**config.mk**
```make
export PLATFORM = sky130hd
export DESIGN_NAME = tsu_meas_sched
export DESIGN_NICKNAME = d
export VERILOG_FILES = /design/src/rtl/tsu_meas_sched.sv
export SDC_FILE = /design/constraint.sdc
export NUM_CORES = 1
export LEC_CHECK = 0
export CAP_MARGIN = 20
export CORE_AREA = 2 2 199 201
export DETAILED_ROUTE_END_ITERATION = 8
export DIE_AREA = 0 0 201 203
export GPL_TIMING_DRIVEN = 0
export PLACE_DENSITY = 0.89
export SYNTH_ARGS = -nofsm -noshare
export SYNTH_HDL_FRONTEND = slang
export SYNTH_SLANG_ARGS = --single-unit
```
**constraint.sdc**
```tcl
create_clock -name clk -period 10.1 [get_ports clk]
set_input_delay 2.02 -clock clk [delete_from_list [all_inputs] [get_ports clk]]
set_output_delay 2.02 -clock clk [all_outputs]
set_load 0.02 [all_outputs]
```
**src/rtl/tsu_meas_sched.sv**
```systemverilog
// Measurement scheduler for the shared tsu phase datapath: round-robin grant, settle,
// per-sample vernier start with timeout, wrap-corrected averaging, one tagged response per grant.
module tsu_meas_sched #(
    parameter int NREQ          = 4,
    parameter int RAT_PREC_BITS = 32,
    parameter int TIMEOUT_BITS  = 16,
    parameter int AVG_LOG2      = 2
) (
    input  logic                      clk,
    input  logic                      rst_n,
    input  logic                      i_en,
    input  logic [NREQ-1:0]           i_req,
    input  logic [15:0]               i_settle_cycs,
    input  logic [TIMEOUT_BITS-1:0]   i_timeout_cycs,
    input  logic [RAT_PREC_BITS-1:0]  i_num,
    input  logic [RAT_PREC_BITS-1:0]  tsu_phase,
    input  logic                      tsu_phase_v,
    output logic                      vernier_start,
    output logic                      o_busy,
    output logic [NREQ-1:0]           o_gnt,
    output logic                      o_rsp_v,
    output logic [$clog2(NREQ)-1:0]   o_rsp_id,
    output logic [RAT_PREC_BITS-1:0]  o_rsp_phase,
    output logic                      o_rsp_err,
    output logic [7:0]                o_stray_cnt
);
    localparam int IDW   = $clog2(NREQ);
    localparam int EW    = RAT_PREC_BITS + 2;
    localparam int ACC_W = RAT_PREC_BITS + AVG_LOG2 + 2;
    localparam int NSAMP = 1 << AVG_LOG2;
    localparam int KW    = AVG_LOG2 + 1;

    typedef enum logic [2:0] {IDLE, SETTLE, START, WAIT, RESP} state_e;

    state_e                    state_q;
    logic [IDW-1:0]            ptr_q, gnt_idx_q, rsp_id_q;
    logic [15:0]               settle_q;
    logic [TIMEOUT_BITS-1:0]   tmo_q;
    logic [KW-1:0]             k_q;
    logic [RAT_PREC_BITS-1:0]  ref_q, rsp_phase_q;
    logic signed [ACC_W-1:0]   acc_q;
    logic                      vs_q, busy_q, rsp_v_q, rsp_err_q;
    logic [NREQ-1:0]           gnt_q;
    logic [7:0]                stray_q;

    // First requester at or after the RR pointer: scan from the far end so the nearest wins.
    logic           pick_v;
    logic [IDW-1:0] pick_idx, ptr_d;
    logic [IDW:0]   arb_sum;
    always_comb begin
        pick_v   = 1'b0;
        pick_idx = '0;
        arb_sum  = '0;
        for (int off = NREQ - 1; off >= 0; off--) begin
            arb_sum = {1'b0, ptr_q} + (IDW+1)'(off);
            if (arb_sum >= (IDW+1)'(NREQ))
                arb_sum = arb_sum - (IDW+1)'(NREQ);
            if (i_req[arb_sum[IDW-1:0]]) begin
                pick_v   = 1'b1;
                pick_idx = arb_sum[IDW-1:0];
            end
        end
        ptr_d = (pick_idx == IDW'(NREQ - 1)) ? '0 : pick_idx + IDW'(1);
    end

    // Unwrap each sample towards the reference so samples straddling 0/i_num average sanely.
    logic signed [EW-1:0]    s_x, f_x, n_x, h_x, corr;
    logic signed [ACC_W-1:0] acc_d, avg_s, n_a, avg_w;
    logic                    unused_hi;
    always_comb begin
        s_x = $signed(EW'(tsu_phase));
        f_x = (k_q == '0) ? s_x : $signed(EW'(ref_q));
        n_x = $signed(EW'(i_num));
        h_x = $signed(EW'(i_num >> 1));
        if (s_x - f_x > h_x)
            corr = s_x - n_x;
        else if (f_x - s_x > h_x)
            corr = s_x + n_x;
        else
            corr = s_x;
        acc_d = acc_q + ACC_W'(corr);
        avg_s = acc_d >>> AVG_LOG2;
        n_a   = $signed(ACC_W'(i_num));
        if (avg_s[ACC_W-1])
            avg_w = avg_s + n_a;
        else if (avg_s >= n_a)
            avg_w = avg_s - n_a;
        else
            avg_w = avg_s;
    end
    assign unused_hi = ^avg_w[ACC_W-1:RAT_PREC_BITS];

    always_ff @(posedge clk or negedge rst_n) begin
        if (!rst_n) begin
            state_q     <= IDLE;
            ptr_q       <= '0;
            gnt_idx_q   <= '0;
            rsp_id_q    <= '0;
            settle_q    <= '0;
            tmo_q       <= '0;
            k_q         <= '0;
            ref_q       <= '0;
            acc_q       <= '0;
            vs_q        <= 1'b0;
            busy_q      <= 1'b0;
            rsp_v_q     <= 1'b0;
            rsp_err_q   <= 1'b0;
            rsp_phase_q <= '0;
            gnt_q       <= '0;
            stray_q     <= '0;
        end else begin
            vs_q    <= 1'b0;
            rsp_v_q <= 1'b0;
            if (tsu_phase_v && state_q != WAIT && stray_q != 8'hFF)
                stray_q <= stray_q + 8'd1;
            case (state_q)
                IDLE: if (i_en && pick_v) begin
                    state_q   <= SETTLE;
                    busy_q    <= 1'b1;
                    gnt_q     <= NREQ'(1) << pick_idx;
                    gnt_idx_q <= pick_idx;
                    ptr_q     <= ptr_d;
                    settle_q  <= i_settle_cycs;
                    acc_q     <= '0;
                    k_q       <= '0;
                end
                SETTLE: if (settle_q <= 16'd1) begin
                    state_q <= START;
                    vs_q    <= 1'b1;
                end else begin
                    settle_q <= settle_q - 16'd1;
                end
                START: begin
                    tmo_q   <= i_timeout_cycs;
                    state_q <= WAIT;
                end
                WAIT: if (tsu_phase_v) begin
                    acc_q <= acc_d;
                    k_q   <= k_q + KW'(1);
                    if (k_q == '0)
                        ref_q <= tsu_phase;
                    if (k_q == KW'(NSAMP - 1)) begin
                        state_q     <= RESP;
                        rsp_v_q     <= 1'b1;
                        rsp_id_q    <= gnt_idx_q;
                        rsp_phase_q <= avg_w[RAT_PREC_BITS-1:0];
                        rsp_err_q   <= 1'b0;
                    end else begin
                        state_q <= START;
                        vs_q    <= 1'b1;
                    end
                end else if (tmo_q <= TIMEOUT_BITS'(1)) begin
                    state_q     <= RESP;
                    rsp_v_q     <= 1'b1;
                    rsp_id_q    <= gnt_idx_q;
                    rsp_phase_q <= '0;
                    rsp_err_q   <= 1'b1;
                end else begin
                    tmo_q <= tmo_q - TIMEOUT_BITS'(1);
                end
                RESP: begin
                    state_q     <= IDLE;
                    busy_q      <= 1'b0;
                    gnt_q       <= '0;
                    rsp_id_q    <= '0;
                    rsp_phase_q <= '0;
                    rsp_err_q   <= 1'b0;
                end
                default: state_q <= IDLE;
            endcase
        end
    end

    assign vernier_start = vs_q;
    assign o_busy        = busy_q;
    assign o_gnt         = gnt_q;
    assign o_rsp_v       = rsp_v_q;
    assign o_rsp_id      = rsp_id_q;
    assign o_rsp_phase   = rsp_phase_q;
    assign o_rsp_err     = rsp_err_q;
    assign o_stray_cnt   = stray_q;
endmodule
```
* Yosys cells after proc, flatten, opt, wreduce, memory -nomap -nowiden *
Cells that the tools add are included.

operators by class
  equality and inequality tests = 16
  shift-type cells = 1
  reduce and logical (&&, ||, !) cells = 18
  $add $sub $neg = 19
  multiplexer cells = 68
  magnitude comparators = 13

operators by type and width
  kind                                                                           count
  32-bit 2-to-1 mux                                                              6
  32-bit by 32-bit subtractor with 33-bit output                                 3
  36-bit 2-to-1 mux                                                              2
  36-bit one-hot mux with 2 select lines                                         1
  33-bit by 32-bit greater-than comparator with 1-bit output                     2
  16-bit 2-to-1 mux                                                              4
  16-bit one-hot mux with 2 select lines                                         2
  32-bit one-hot mux with 2 select lines                                         1
  36-bit by 34-bit adder with 36-bit output                                      1
  34-bit by 33-bit >= comparator with 1-bit output                               1
  34-bit 2-to-1 mux                                                              1
  32-bit by 32-bit adder with 33-bit output                                      1
  33-bit 2-to-1 mux                                                              1
  32-bit adder                                                                   1
  16-bit by 1-bit <= comparator with 1-bit output (second input constant)        2
  16-bit by 1-bit subtractor with 16-bit output (second input constant)          2
  32-bit subtractor                                                              1
  2-bit 2-to-1 mux                                                               12
  3-bit 2-to-1 mux                                                               7
  1-bit 2-to-1 mux                                                               19
  3-bit AND reduction                                                            6
  2-bit by 3-bit less-than comparator with 1-bit output (second input constant)  4
  2-bit inequality test (second input constant)                                  6
  3-bit one-hot mux with 4 select lines                                          1
  26 further kinds                                                               48

word-level totals
  word-level logic and storage cells = 151
  register bits after elaboration = 160
  output and inout bits = 50

* Logic depth before layout (Yosys ltp) *
  depth in word-level cells = 13
  depth in mapped cells = 61
  depth with buffers taken out = 57

* Worst setup path after synthesis *
Ideal clock, no wire load.

  path kind = input -> register
  start point = input port tsu_phase[1]
  end point = register rsp_phase_q[27], in the netlist o_rsp_phase[27]
  data required time = 9979 ps
  stages on the path = 45
  slack = -1919 ps
  setup time = 121 ps
  arrival time = 11898 ps
  cells stage by stage = inv_1 o21ai_0 fa_1 nor2b_1 o31a_1 o211a_1 nor2_1 a21oi_1 a21o_1 a21oi_1 o21ai_0 nor2b_1 or2_2 a21oi_1 xnor2_1 ha_1 nand3_1 or4_1 (+9 left out) o2111ai_1 a221oi_2 a22oi_1 o21ai_0 o21ai_0 a21o_1 a21oi_1 xnor2_1 ha_1 nand2_1 or4_1 a31o_2 o2111ai_1 buf_2 buf_4 mux2i_1 nand2_1 a22o_1

on the way
  longest elaborated chain between the ends = 12
  elaborated cells on any way between the ends = 18
  those cells by class = add/sub (7); order compare (3); mux (8)

ends and longest elaborated chain
  element                                                                                       line    source
  start, declared                                                                               16      input logic [RAT_PREC_BITS-1:0] tsu_phase,
  32-bit 2-to-1 mux                                                                             72      f_x = (k_q == '0) ? s_x : $signed(EW'(ref_q));
  32-bit by 32-bit subtractor with 33-bit output                                                77      else if (f_x - s_x > h_x)
  33-bit by 32-bit greater-than comparator with 1-bit output                                    77
  33-bit 2-to-1 mux                                                                             77
  34-bit 2-to-1 mux (*)                                                                         75      if (s_x - f_x > h_x)
  36-bit by 34-bit adder with 36-bit output (*)                                                 81      acc_d = acc_q + ACC_W'(corr);
  32-bit subtractor / 34-bit by 33-bit >= comparator with 1-bit output (equally long branches)  87, 86
  32-bit 2-to-1 mux                                                                             86      else if (avg_s >= n_a)
  32-bit 2-to-1 mux (*)                                                                         84      if (avg_s[ACC_W-1])
  32-bit 2-to-1 mux (*)                                                                         142     if (k_q == KW'(NSAMP - 1)) begin
  32-bit 2-to-1 mux (*)                                                                         137     WAIT: if (tsu_phase_v) begin
  32-bit one-hot mux with 2 select lines (*)                                                    116     case (state_q)
  end signal, assigned                                                                          146     rsp_phase_q <= avg_w[RAT_PREC_BITS-1:0];
  end, declared                                                                                 40      logic [RAT_PREC_BITS-1:0] ref_q, rsp_phase_q;

Every way passes the cells marked *; elsewhere a longest branch is shown, timed or not. The select of a mux whose other input is x is not followed.
A chain may end at the register's enable or synchronous reset.

* Worst setup path in the final report *
  start point = input port tsu_phase[22]
  end point = register rsp_phase_q[13], in the netlist o_rsp_phase[13]

Same word-level chain as after synthesis.

==> flow_metrics.env <==
export IMPL_status="finished with violations"
export IMPL_violations="setup timing"
export IMPL_area_delta_synth_final_pct=30.1
export IMPL_numCtsBuffers=17
export IMPL_cts_tree="built"
export IMPL_die_h_um=203
export IMPL_nNetsFinal=3546
export IMPL_cap_violations=0
export IMPL_reg2reg_depth=55
export IMPL_gp_congestion=1.01
export IMPL_post_route_period_util_pct=115
export IMPL_crit_path_start="tsu_phase[22]"
export IMPL_worst_r2r_setup_slack_ns=-1.37
export IMPL_r2r_end="o_rsp_phase[13]"
export IMPL_hold_class="reg2reg"
export IMPL_grt_pass1_vias=23200
export IMPL_vias=24200
export IMPL_syn_inst=2829
export IMPL_drt_iter0_markers=2851
export IMPL_synth_edf_count=0
export IMPL_period_minus_slack_ns=11.66
export IMPL_rsz0062_at_grt="true"
export IMPL_crit_arrival_ns=12.06
export IMPL_rows=72
export IMPL_finalHoldViolations=0
export IMPL_start_util_pct=54.6
export IMPL_die_x_um=201
export IMPL_vias_per_cell=6.59
export IMPL_path_clk_slew_ns=0.08
export IMPL_async_flop_share_pct=100
export IMPL_ys_types=85
export IMPL_ys_warn_count=0
export IMPL_fin_ws_ns=-1.56
export IMPL_grt_pass1_wl_um=127000
export IMPL_cts_root_buffer="clkbuf_16"
export IMPL_yosysSeqAreaShare_pct=19.1
export IMPL_crit_path_max_fanout=10
export IMPL_multiInputGateArea_sq_um=17700
export IMPL_finalSetupViolations=33
export IMPL_cp_endpoint="o_rsp_phase[13]"
export IMPL_synth_ff_type="dfrtp_1"
export IMPL_drv_slew=0
export IMPL_insertion_delay_ns=0.52
export IMPL_start_kind="primary input"
export IMPL_fp_dieArea_sq_um=40800
export IMPL_wire_per_inst_um=23.1
export IMPL_dr_pass1_iters=6
export IMPL_seq_area_sq_um=4000
export IMPL_worst_slew_pin_slew_ns=1.26
export IMPL_synth_nets=3240
export IMPL_track_usage_pct=39.3
export IMPL_synth_area_per_cell_sq_um=7.42
export IMPL_core_sq_um=38500
export IMPL_clockBufferDepth=2
export IMPL_fin_worst_skew_ns=0.0181
export IMPL_drive_gt1_share_pct=18.6
export IMPL_grt_ovfl_total=0
export IMPL_route_detailed_drc=0
export IMPL_max_clock_freq_ghz=0.0858
export IMPL_h_tree_depth=4
export IMPL_clock_sinks=160
export IMPL_io_pins=154
export IMPL_drtAntennaViolNets=0
export IMPL_worst_path_max_delay_cell="or4_4"
export IMPL_diodes=0
export IMPL_grt_max_degree=117
export IMPL_r2r_start="k_q[0]"
export IMPL_antenna_found_initial=0
export IMPL_relSlewSlack_pct=15.1
export IMPL_max_stage_delay_ns=0.58
export IMPL_dp_slack_ns=-5.40
export IMPL_n_fill_cell=2858
export IMPL_port_buffers=153
export IMPL_synth_area_sq_um=21000
export IMPL_crit_path_end_kind="flip-flop"
export IMPL_cp_data_required_time_ns=10.50
export IMPL_cts_hold_buf=0
export IMPL_synth_seq_cells=160
export IMPL_hpwl_um=61600
export IMPL_drt_wl_total_um=84900
export IMPL_critPathKind="in2reg"
[flip-flops by register name, indices dropped and copies added (netlist names)]
register       count
tmo_q             16
o_rsp_id           2
ptr_q              2
gnt_idx_q          2
o_rsp_phase       32
o_busy             1
ref_q             32
state_q            3
vernier_start      1
o_gnt              4
k_q                3
o_rsp_err          1
settle_q          16
acc_q             36
o_stray_cnt        8
o_rsp_v            1
[placed cells by master, fill, tap and decap left out, types with 15 or more instances in the layout]
| cell type | instances |
|---|---|
| o22ai_1 | 29 |
| o21ai_2 | 24 |
| nand4_1 | 34 |
| a21oi_2 | 48 |
| inv_1 | 186 |
| o211ai_1 | 21 |
| dfrtp_1 | 160 |
| a21oi_1 | 251 |
| ha_2 | 17 |
| clkbuf_1 | 73 |
| clkdlybuf4s50_1 | 124 |
| ha_1 | 260 |
| nand3_1 | 55 |
| nor2b_1 | 30 |
| xnor2_1 | 94 |
| nand2b_1 | 30 |
| nor2_1 | 238 |
| buf_2 | 17 |
| o21a_1 | 28 |
| ha_4 | 23 |
| o21bai_1 | 57 |
| clkbuf_16 | 18 |
| nor3_1 | 52 |
| o21ai_1 | 43 |
| a22o_1 | 25 |
| nand2_1 | 234 |
| a21o_1 | 93 |
| a211oi_1 | 16 |
| o21ai_0 | 204 |
| o31ai_1 | 15 |
| buf_4 | 142 |
| xor2_1 | 27 |
[worst max-delay path, delay by kind of cell]
kind / cells / cell delay (ns)
AO/OA/AOI/OAI: 17 / 3.83
XOR/XNOR: 2 / 0.27
adder cells (fa/ha/maj): 4 / 1.35
buffers and inverters: 9 / 1.74
multiplexers: 1 / 0.25
AND/OR/NAND/NOR: 11 / 2.56
[how the worst min path moves through the flow]
stage / depth (start not counted) / slack, ns / start / endpoint
2_1_floorplan: 2 / 0.45 / gnt_idx_q[0] / gnt_idx_q[0]
3_3_place_gp: 2 / 0.46 / o_rsp_phase[5] / o_rsp_phase[5]
3_5_place_dp: 1 / 0.47 / o_rsp_phase[18] / o_rsp_phase[18]
4_1_cts: 1 / 0.48 / o_rsp_phase[18] / o_rsp_phase[18]
5_1_grt: 2 / 0.51 / o_rsp_phase[23] / o_rsp_phase[23]
6_report: 2 / 0.48 / o_rsp_phase[5] / o_rsp_phase[5]
[logic make-up (layout without fill, tap and decap cells)]
logic type      after synthesis  after routing  share of synthesized area, %
fa+ha+maj                   307            307                          18.5
flops                       160            160                          19.1
simple gates                824            824                          18.1
xor+xnor                    146            146                          6.20
compound gates             1035           1035                          30.9
mux                          20             20                         0.971
buf+inv                     337            656                          6.28
[final cells by class]
class / instances / share of cell area (%)
multi-input cells: 2332 / 65.0
flip-flops and latches: 160 / 14.7
repair buffers: 302 / 10.3
inverters: 201 / 2.86
plain buffers: 121 / 2.63
well taps: 518 / 2.37
clock buffers: 18 / 1.57
clock inverters: 14 / 0.637
[stage by stage]
stage	util [%]	hold WS [ns]	instance area [sq um]	std cells	TNS, ns
2_1_floorplan	-	0.450	21400	2829	-30.48
3_3_place_gp	61.3	0.455	23600	3500	-220.62
3_5_place_dp	61.4	0.470	23600	3502	-228.86
4_1_cts	68.2	0.485	26200	3622	-35.16
5_1_grt	71.0	0.510	27300	3666	-54.86
6_report	71.0	0.483	27300	3666	-44.69
[what timing repair did]
item                       CTS  global route
setup endpoints to repair   66            34
setup buffers               98            46
cloned                       3             1
gates resized for setup    390           169
pin swaps                  143           103
[synth_stat cells, types with 7 or more instances]
| cell type | number | area (sq um) |
|---|---|---|
| xnor2_1 | 107 | 937 |
| o22ai_1 | 33 | 206 |
| a221o_1 | 9 | 90.1 |
| or4_1 | 8 | 60.1 |
| buf_2 | 21 | 105 |
| o21bai_1 | 60 | 450 |
| o21ai_0 | 260 | 1300 |
| o22a_1 | 8 | 70.1 |
| nor3_1 | 58 | 290 |
| nor2b_1 | 35 | 219 |
| o31a_1 | 8 | 70.1 |
| and3_1 | 13 | 81.3 |
| a22oi_1 | 14 | 105 |
| a221oi_1 | 9 | 78.8 |
| nor2_1 | 254 | 953 |
| ha_1 | 300 | 3750 |
| o31ai_1 | 18 | 135 |
| nand2_1 | 247 | 927 |
| a31oi_1 | 13 | 81.3 |
| o221ai_1 | 15 | 131 |
| clkbuf_1 | 105 | 394 |
| and2_1 | 16 | 100 |
| nand4_1 | 34 | 213 |
| mux2i_1 | 17 | 170 |
| a211oi_1 | 21 | 158 |
| or3_1 | 19 | 119 |
| a22o_1 | 25 | 219 |
| nand2b_1 | 30 | 188 |
| xor2_1 | 36 | 315 |
| o21a_1 | 29 | 218 |
| a21o_1 | 93 | 698 |
| o21ai_1 | 21 | 105 |
| or2_2 | 10 | 62.6 |
| fa_1 | 7 | 140 |
| a21oi_1 | 306 | 1530 |
| o211ai_1 | 21 | 158 |
| dfrtp_1 | 160 | 4000 |
| nand3_1 | 65 | 325 |
| inv_1 | 199 | 747 |
| nor4_1 | 19 | 119 |
[per-layer routing]
metal  global-route usage (%)  part of all wire [%]  vias to the layer above
li1                         -                     -                    10800
met1                     49.0                    39                    11400
met2                     63.5                    45                     1582
met3                     7.93                   9.7                      393
met4                     22.7                   7.0                        0
met5                        0                     0                        -
Power is not shown: default switching activity piles up to over one toggle a cycle in this logic, so the estimate is an artifact.
